===== config.mk =====
export PLATFORM = sky130hd
export DESIGN_NAME = reset_io_ctrl
export DESIGN_NICKNAME = d
export VERILOG_FILES = /design/src/rtl/reset_io_ctrl.sv
export SDC_FILE = /design/constraint.sdc
export NUM_CORES = 1
export LEC_CHECK = 0
export CELL_PAD_IN_SITES_DETAIL_PLACEMENT = 0
export CELL_PAD_IN_SITES_GLOBAL_PLACEMENT = 2
export CORE_ASPECT_RATIO = 0.5
export CORE_UTILIZATION = 29
export CTS_CLUSTER_SIZE = 10
export DETAILED_ROUTE_END_ITERATION = 10
export HOLD_SLACK_MARGIN = 0.05
export PLACE_DENSITY_LB_ADDON = 0.3
export SYNTH_ARGS = -nofsm -noshare
export SYNTH_HDL_FRONTEND = slang
export SYNTH_SLANG_ARGS = --single-unit

===== constraint.sdc =====
create_clock -name clk_cog -period 2.8 [get_ports clk_cog]
set_input_delay 0.7 -clock clk_cog [delete_from_list [all_inputs] [get_ports clk_cog]]
set_output_delay 0.7 -clock clk_cog [all_outputs]
set_load 0.01 [all_outputs]

===== src/rtl/reset_io_ctrl.sv =====
// Reset sequencer and pad interface: stretches core reset, takes a soft reset, synchronises inputs, gates outputs.
// Latency: outputs registered one cycle; pin_in SYNC_STAGES cycles; edge pulses one cycle after pin_in. No backpressure.
module reset_io_ctrl #(
    parameter int PINS        = 32,
    parameter int SYNC_STAGES = 2,
    parameter int RST_HOLD    = 16
) (
    input  logic            clk_cog,
    input  logic            nres,
    input  logic            sw_res,
    input  logic [PINS-1:0] pin_in_raw,
    input  logic [PINS-1:0] pin_out_core,
    input  logic [PINS-1:0] pin_dir_core,
    output logic            core_nres,
    output logic [PINS-1:0] pin_in,
    output logic [PINS-1:0] pin_out,
    output logic [PINS-1:0] pin_dir,
    output logic [PINS-1:0] pin_rise,
    output logic [PINS-1:0] pin_fall,
    output logic [1:0]      rst_state
);

    localparam int CW = (RST_HOLD > 1) ? $clog2(RST_HOLD) : 1;
    localparam logic [CW-1:0] CNT_LAST = CW'(RST_HOLD - 1);

    localparam logic [1:0] ST_RESET = 2'd0;
    localparam logic [1:0] ST_HOLD  = 2'd1;
    localparam logic [1:0] ST_RUN   = 2'd2;

    logic [1:0]                      state;
    logic [1:0]                      next_state;
    logic [CW-1:0]                   cnt;
    logic [CW-1:0]                   next_cnt;
    logic [SYNC_STAGES-1:0][PINS-1:0] sync_q;
    logic [PINS-1:0]                 prev_q;
    logic                            run_next;

    always_comb begin
        next_state = state;
        next_cnt   = cnt;
        case (state)
            ST_RESET: begin
                next_state = ST_HOLD;
                next_cnt   = '0;
            end
            ST_HOLD: begin
                if (sw_res) begin
                    next_cnt = '0;
                end else if (cnt == CNT_LAST) begin
                    next_state = ST_RUN;
                    next_cnt   = '0;
                end else begin
                    next_cnt = cnt + 1'b1;
                end
            end
            ST_RUN: begin
                if (sw_res) begin
                    next_state = ST_HOLD;
                    next_cnt   = '0;
                end
            end
            default: begin
                next_state = ST_RESET;
                next_cnt   = '0;
            end
        endcase
    end

    assign run_next  = (next_state == ST_RUN);
    assign pin_in    = sync_q[SYNC_STAGES-1];
    assign rst_state = state;

    // nres low wins over everything; the RESET state itself only lasts while nres is held low
    always_ff @(posedge clk_cog) begin
        if (!nres) begin
            state     <= ST_RESET;
            cnt       <= '0;
            sync_q    <= '0;
            prev_q    <= '0;
            core_nres <= 1'b0;
            pin_out   <= '0;
            pin_dir   <= '0;
            pin_rise  <= '0;
            pin_fall  <= '0;
        end else begin
            state     <= next_state;
            cnt       <= next_cnt;
            sync_q[0] <= pin_in_raw;
            for (int i = 1; i < SYNC_STAGES; i++) begin
                sync_q[i] <= sync_q[i-1];
            end
            prev_q    <= pin_in;
            core_nres <= run_next;
            pin_out   <= run_next ? pin_out_core : '0;
            pin_dir   <= run_next ? pin_dir_core : '0;
            // edges seen outside RUN are dropped so the core never sees stale events
            pin_rise  <= (state == ST_RUN) ? (pin_in & ~prev_q) : '0;
            pin_fall  <= (state == ST_RUN) ? (~pin_in & prev_q) : '0;
        end
    end

endmodule


### After elaboration in Yosys (flattened, before gate mapping)

Cells that the tools add are included.

* equal/unequal tests: 5
* bitwise gates (word level): 4
* add/sub/neg operators: 1
* muxes and demuxes: 8
* reductions and logical operators: 3

Operator list (count)
* $and A32 B32 Y32: 2
* $not A32 Y32: 2
* $mux W4: 3
* $pmux W4 S2: 1
* $mux W2: 3
* $pmux W2 S3: 1
* $add A4 B1 Y4 const B: 1
* $eq A2 B2 Y1 const B: 2
* $eq A4 B4 Y1 const B: 1
* $reduce_and A2 Y1: 2
* $eq A2 B1 Y1 const B: 1
* $logic_not A2 Y1: 1
* $ne A2 B2 Y1 const B: 1

* word-level logic and storage cells: 31
* flip-flop bits (word level): 231
* input bits: 99
* output and inout bits: 163

### Depth between registers and ports, before layout

* depth after elaboration: 6
* gate-level depth with buffers: 5
* depth with buffers taken out: 4

### Least setup slack after synthesis

No wires, ideal clock.

* kind: in2reg
* from: input nres
* to: register pin_dir[0]
* data required time: 2660 ps
* arrival: 1493 ps
* buffers on the path: 2
* cell stages on the path: 4
* setup slack: 1167 ps
* setup time: 140 ps
* cell sequence: buf_2 > nand2_1 > clkbuf_1 > nor3b_2

* longest elaborated chain between the ends: 1

RTL lines
* from (decl): line 9 `input logic nres,`
* $reduce_and A2 Y1 (no line)
* to (signal assigned): line 95 `pin_dir <= run_next ? pin_dir_core : '0;`
* to (decl): line 17 `output logic [PINS-1:0] pin_dir,`

No other way between the ends.
A chain may end at the register's enable or synchronous reset.

### Worst setup path in the final report

* from: register state[0] (netlist: rst_state[0])
* to: output rst_state[0]

RTL lines
* from (decl): line 30 `logic [1:0] state;`
* from (signal assigned): line 86 `state <= next_state;`
* to (decl): line 20 `output logic [1:0] rst_state`

No word-level cell between the ends.

==> results.sh <==
export IMPL_status="complete, no violations"
export IMPL_syn_area_um2=6980
export IMPL_start_util_pct=30.0
export IMPL_holdPathStages=1
export IMPL_final_max_slew_viol_count=0
export IMPL_seq_area_um2=4620
export IMPL_io_buffers=261
export IMPL_synthCells=548
export IMPL_track_usage_pct=12.7
export IMPL_hold_path_class="reg2reg"
export IMPL_h_tree_depth=1
export IMPL_cts_tree="done"
export IMPL_worst_path_max_fanout=8
export IMPL_fin_area_um2=10300
export IMPL_rsz0062_at_grt="no"
export IMPL_grt_overflow_total=0
export IMPL_antenna_found_initial=0
export IMPL_min_delay_start="prev_q[12]"
export IMPL_cts_hold_buf=0
export IMPL_place_area_um2=9640
export IMPL_row_count=39
export IMPL_dieWidth_um=221
export IMPL_die_area_um2=24700
export IMPL_ioPinCount=262
export IMPL_clk_pin_slew_ns=0.06
export IMPL_initialDrtViolationCount=181
export IMPL_crit_path_end_kind="output pin"
export IMPL_yosysWarningCount=0
export IMPL_clock_path_buffers=3
export IMPL_setup_tns_ns=0
export IMPL_post_cts_buffers=0
export IMPL_cpPeakStageDelay_ns=0.61
export IMPL_synth_avg_cell_area_um2=12.7
export IMPL_p_leak_uw=0.00365
export IMPL_powerDensity_nw_per_um2=636
export IMPL_yosysTopAreaCellShare_pct=66.3
export IMPL_max_freq_mhz=441
export IMPL_maxSlewHeadroom_pct=48.1
export IMPL_syn_nets=648
export IMPL_drt_first_pass_iters=4
export IMPL_hold_viol=0
export IMPL_worst_pin_slew_ns=0.779
export IMPL_synth_cell_type_count=25
export IMPL_multi_input_area_um2=1950
export IMPL_ys_seq_area_share_pct=66.3
export IMPL_cts_repair_resized=0
export IMPL_cp_depth=1
export IMPL_period_share_pct=81.0
export IMPL_layout_nets=880
export IMPL_clock_sinks=231
export IMPL_rrSetupSlack_ns=1.03
export IMPL_rr_endpoint="pin_out[18]"
export IMPL_n_fill_cell=2190
export IMPL_drc=0
export IMPL_viasPerCell=4.11
export IMPL_fin_crit_ns=2.27
export IMPL_cap_violations=0
export IMPL_cts_buffers=27
export IMPL_reg2reg_depth=4
export IMPL_cp_slowest_cell="clkdlybuf4s50_1"
export IMPL_antenna_cells=0
export IMPL_ys_ff_latch=231
export IMPL_place_congestion=0.697
export IMPL_cp_data_arrival_time_ns=1.57
export IMPL_insertion_delay_ns=0.52
export IMPL_hpwl_um=10300
export IMPL_critical_path_top_delay_family="buffers and inverters"
export IMPL_peakVddDrop_mv=0.415
export IMPL_synth_area_leader_cell="dfxtp_1"
export IMPL_crit_chain="clkdlybuf4s50_1"
export IMPL_start_kind="flop"
export IMPL_clock_root_buffer="clkbuf_16"
export IMPL_setup_violations=0
export IMPL_grt_max_degree=99
export IMPL_worstReg2RegStart="rst_state[0]"
export IMPL_fin_skew_ns=0.0100
export IMPL_syn_to_final_growth_pct=48.0
export IMPL_required_ns=2.10
export IMPL_path_class="reg2out"
export IMPL_ant_nets=0
export IMPL_drive_above_1_share_pct=9.62
export IMPL_die_y_um=112
export IMPL_avgRoutedWirePerCell_um=14.3
export IMPL_wl_um=15600
export IMPL_grt_pass1_vias=4586
export IMPL_critPathBufInv=1
export IMPL_coreArea_um2=23200
export IMPL_ys_top_cells_by_area="dfxtp_1 66%, nor3b_1 9.9%, and2_1 8.6%"
export IMPL_grt_first_pass_wirelength_um=24800
export IMPL_routed_via_count=4471
export IMPL_min_to="pin_rise[12]"
[synthesized netlist by cell type]
master and instances:
and2b_1 2, o21ai_0 2, nor3b_2 38, a41oi_2 1
inv_1 4, a21oi_1 1, a22oi_1 1, nand4_1 1
nand3_1 3, or3b_1 1, buf_2 12, nor2_1 4
buf_6 5, nand2_1 1, a31oi_1 2, dfxtp_1 231
nor4bb_1 1, nor3b_1 92, nand2_2 1, buf_4 32
nand3b_1 1, and2_1 96, ha_1 1, clkbuf_1 14
o311a_1 1
[routing by layer]
layer  global-route usage (%)  vias to the layer above  part of all wire, %
met1                     14.0                     2104                   39
met2                     21.6                      132                   49
li1                         -                     2211                    -
met3                     6.62                       24                   10
met4                     3.36                        0                  1.8
met5                        0                        -                    0
[cells by family after synthesis]
family	count (synthesis)	share of synthesized area, %
flip-flops	231	66.3
buffers and inverters	67	6.08
AO/OA/AOI/OAI	8	0.879
adder cells (fa/ha/maj)	1	0.179
AND/OR/NAND/NOR	241	26.6
[worst max-delay path by stage]
stage	startpoint	end	slack, ns
after global routing	rst_state[0]	rst_state[0]	0.44
after global placement	sw_res	pin_out[5]	0.68
after CTS	rst_state[0]	rst_state[0]	0.49
after floorplan	nres	pin_dir[0]	1.17
after detailed placement	sw_res	pin_out[5]	0.64
final	rst_state[0]	rst_state[0]	0.53
[through the flow]
step | hold slack (ns) | std cells | util [%] | power [uW] | setup WS (ns)
2_1_floorplan | 0.388 | 548 | - | 3560 | 1.17
3_3_place_gp | 0.390 | 1058 | 41.5 | 3730 | 0.680
3_5_place_dp | 0.397 | 1058 | 41.5 | 3740 | 0.644
4_1_cts | 0.402 | 1087 | 44.5 | 6700 | 0.493
5_1_grt | 0.409 | 1087 | 44.5 | 6890 | 0.441
6_report | 0.401 | 1087 | 44.5 | 6570 | 0.532
[where the power goes]
group	leakage, uW	switching [uW]	internal (uW)
clock network	0.000338	1220	1690
registers	0.00188	27.5	3350
logic	0.00144	86.0	204
[area by class of cell]
class	instances	area share, %
sequential	231	44.8
timing repair buffer	266	25.9
multi-input combinational	250	18.8
clock buffer	28	6.58
tap	307	3.72
inverter	4	0.145
clock inverter	1	0.0848
[flip-flops by register name, indices dropped and copies added (netlist names)]
signal and cells:
pin_out 32, sync_q 32, pin_fall 32, cnt 4
pin_rise 32, pin_dir 32, core_nres 1, pin_in 32
rst_state 2, prev_q 32
[layout by cell type (no fill, tap or decap)]
| cell type | synthesis | layout |
|---|---|---|
| buf_2 | 12 | 1 |
| clkdlybuf4s50_1 | 0 | 260 |
| nand2_4 | 0 | 1 |
| dfxtp_1 | 231 | 231 |
| and2b_1 | 2 | 2 |
| inv_1 | 4 | 4 |
| clkbuf_16 | 0 | 27 |
| nand3_1 | 3 | 3 |
| buf_12 | 0 | 2 |
| a21oi_1 | 1 | 1 |
| nor2_1 | 4 | 4 |
| a22oi_1 | 1 | 1 |
| nand3b_1 | 1 | 1 |
| nand4_1 | 1 | 1 |
| buf_4 | 32 | 3 |
| a31oi_1 | 2 | 2 |
| o311a_1 | 1 | 1 |
| nor4bb_1 | 1 | 1 |
| nor3b_2 | 38 | 38 |
| nand2_2 | 1 | 1 |
| or3b_1 | 1 | 1 |
| inv_6 | 0 | 1 |
| and2_1 | 96 | 96 |
| ha_1 | 1 | 1 |
| o21ai_0 | 2 | 2 |
| clkbuf_1 | 14 | 1 |
| nor3b_1 | 92 | 92 |
| a41oi_4 | 0 | 1 |
(Power assumes the default switching activity.)
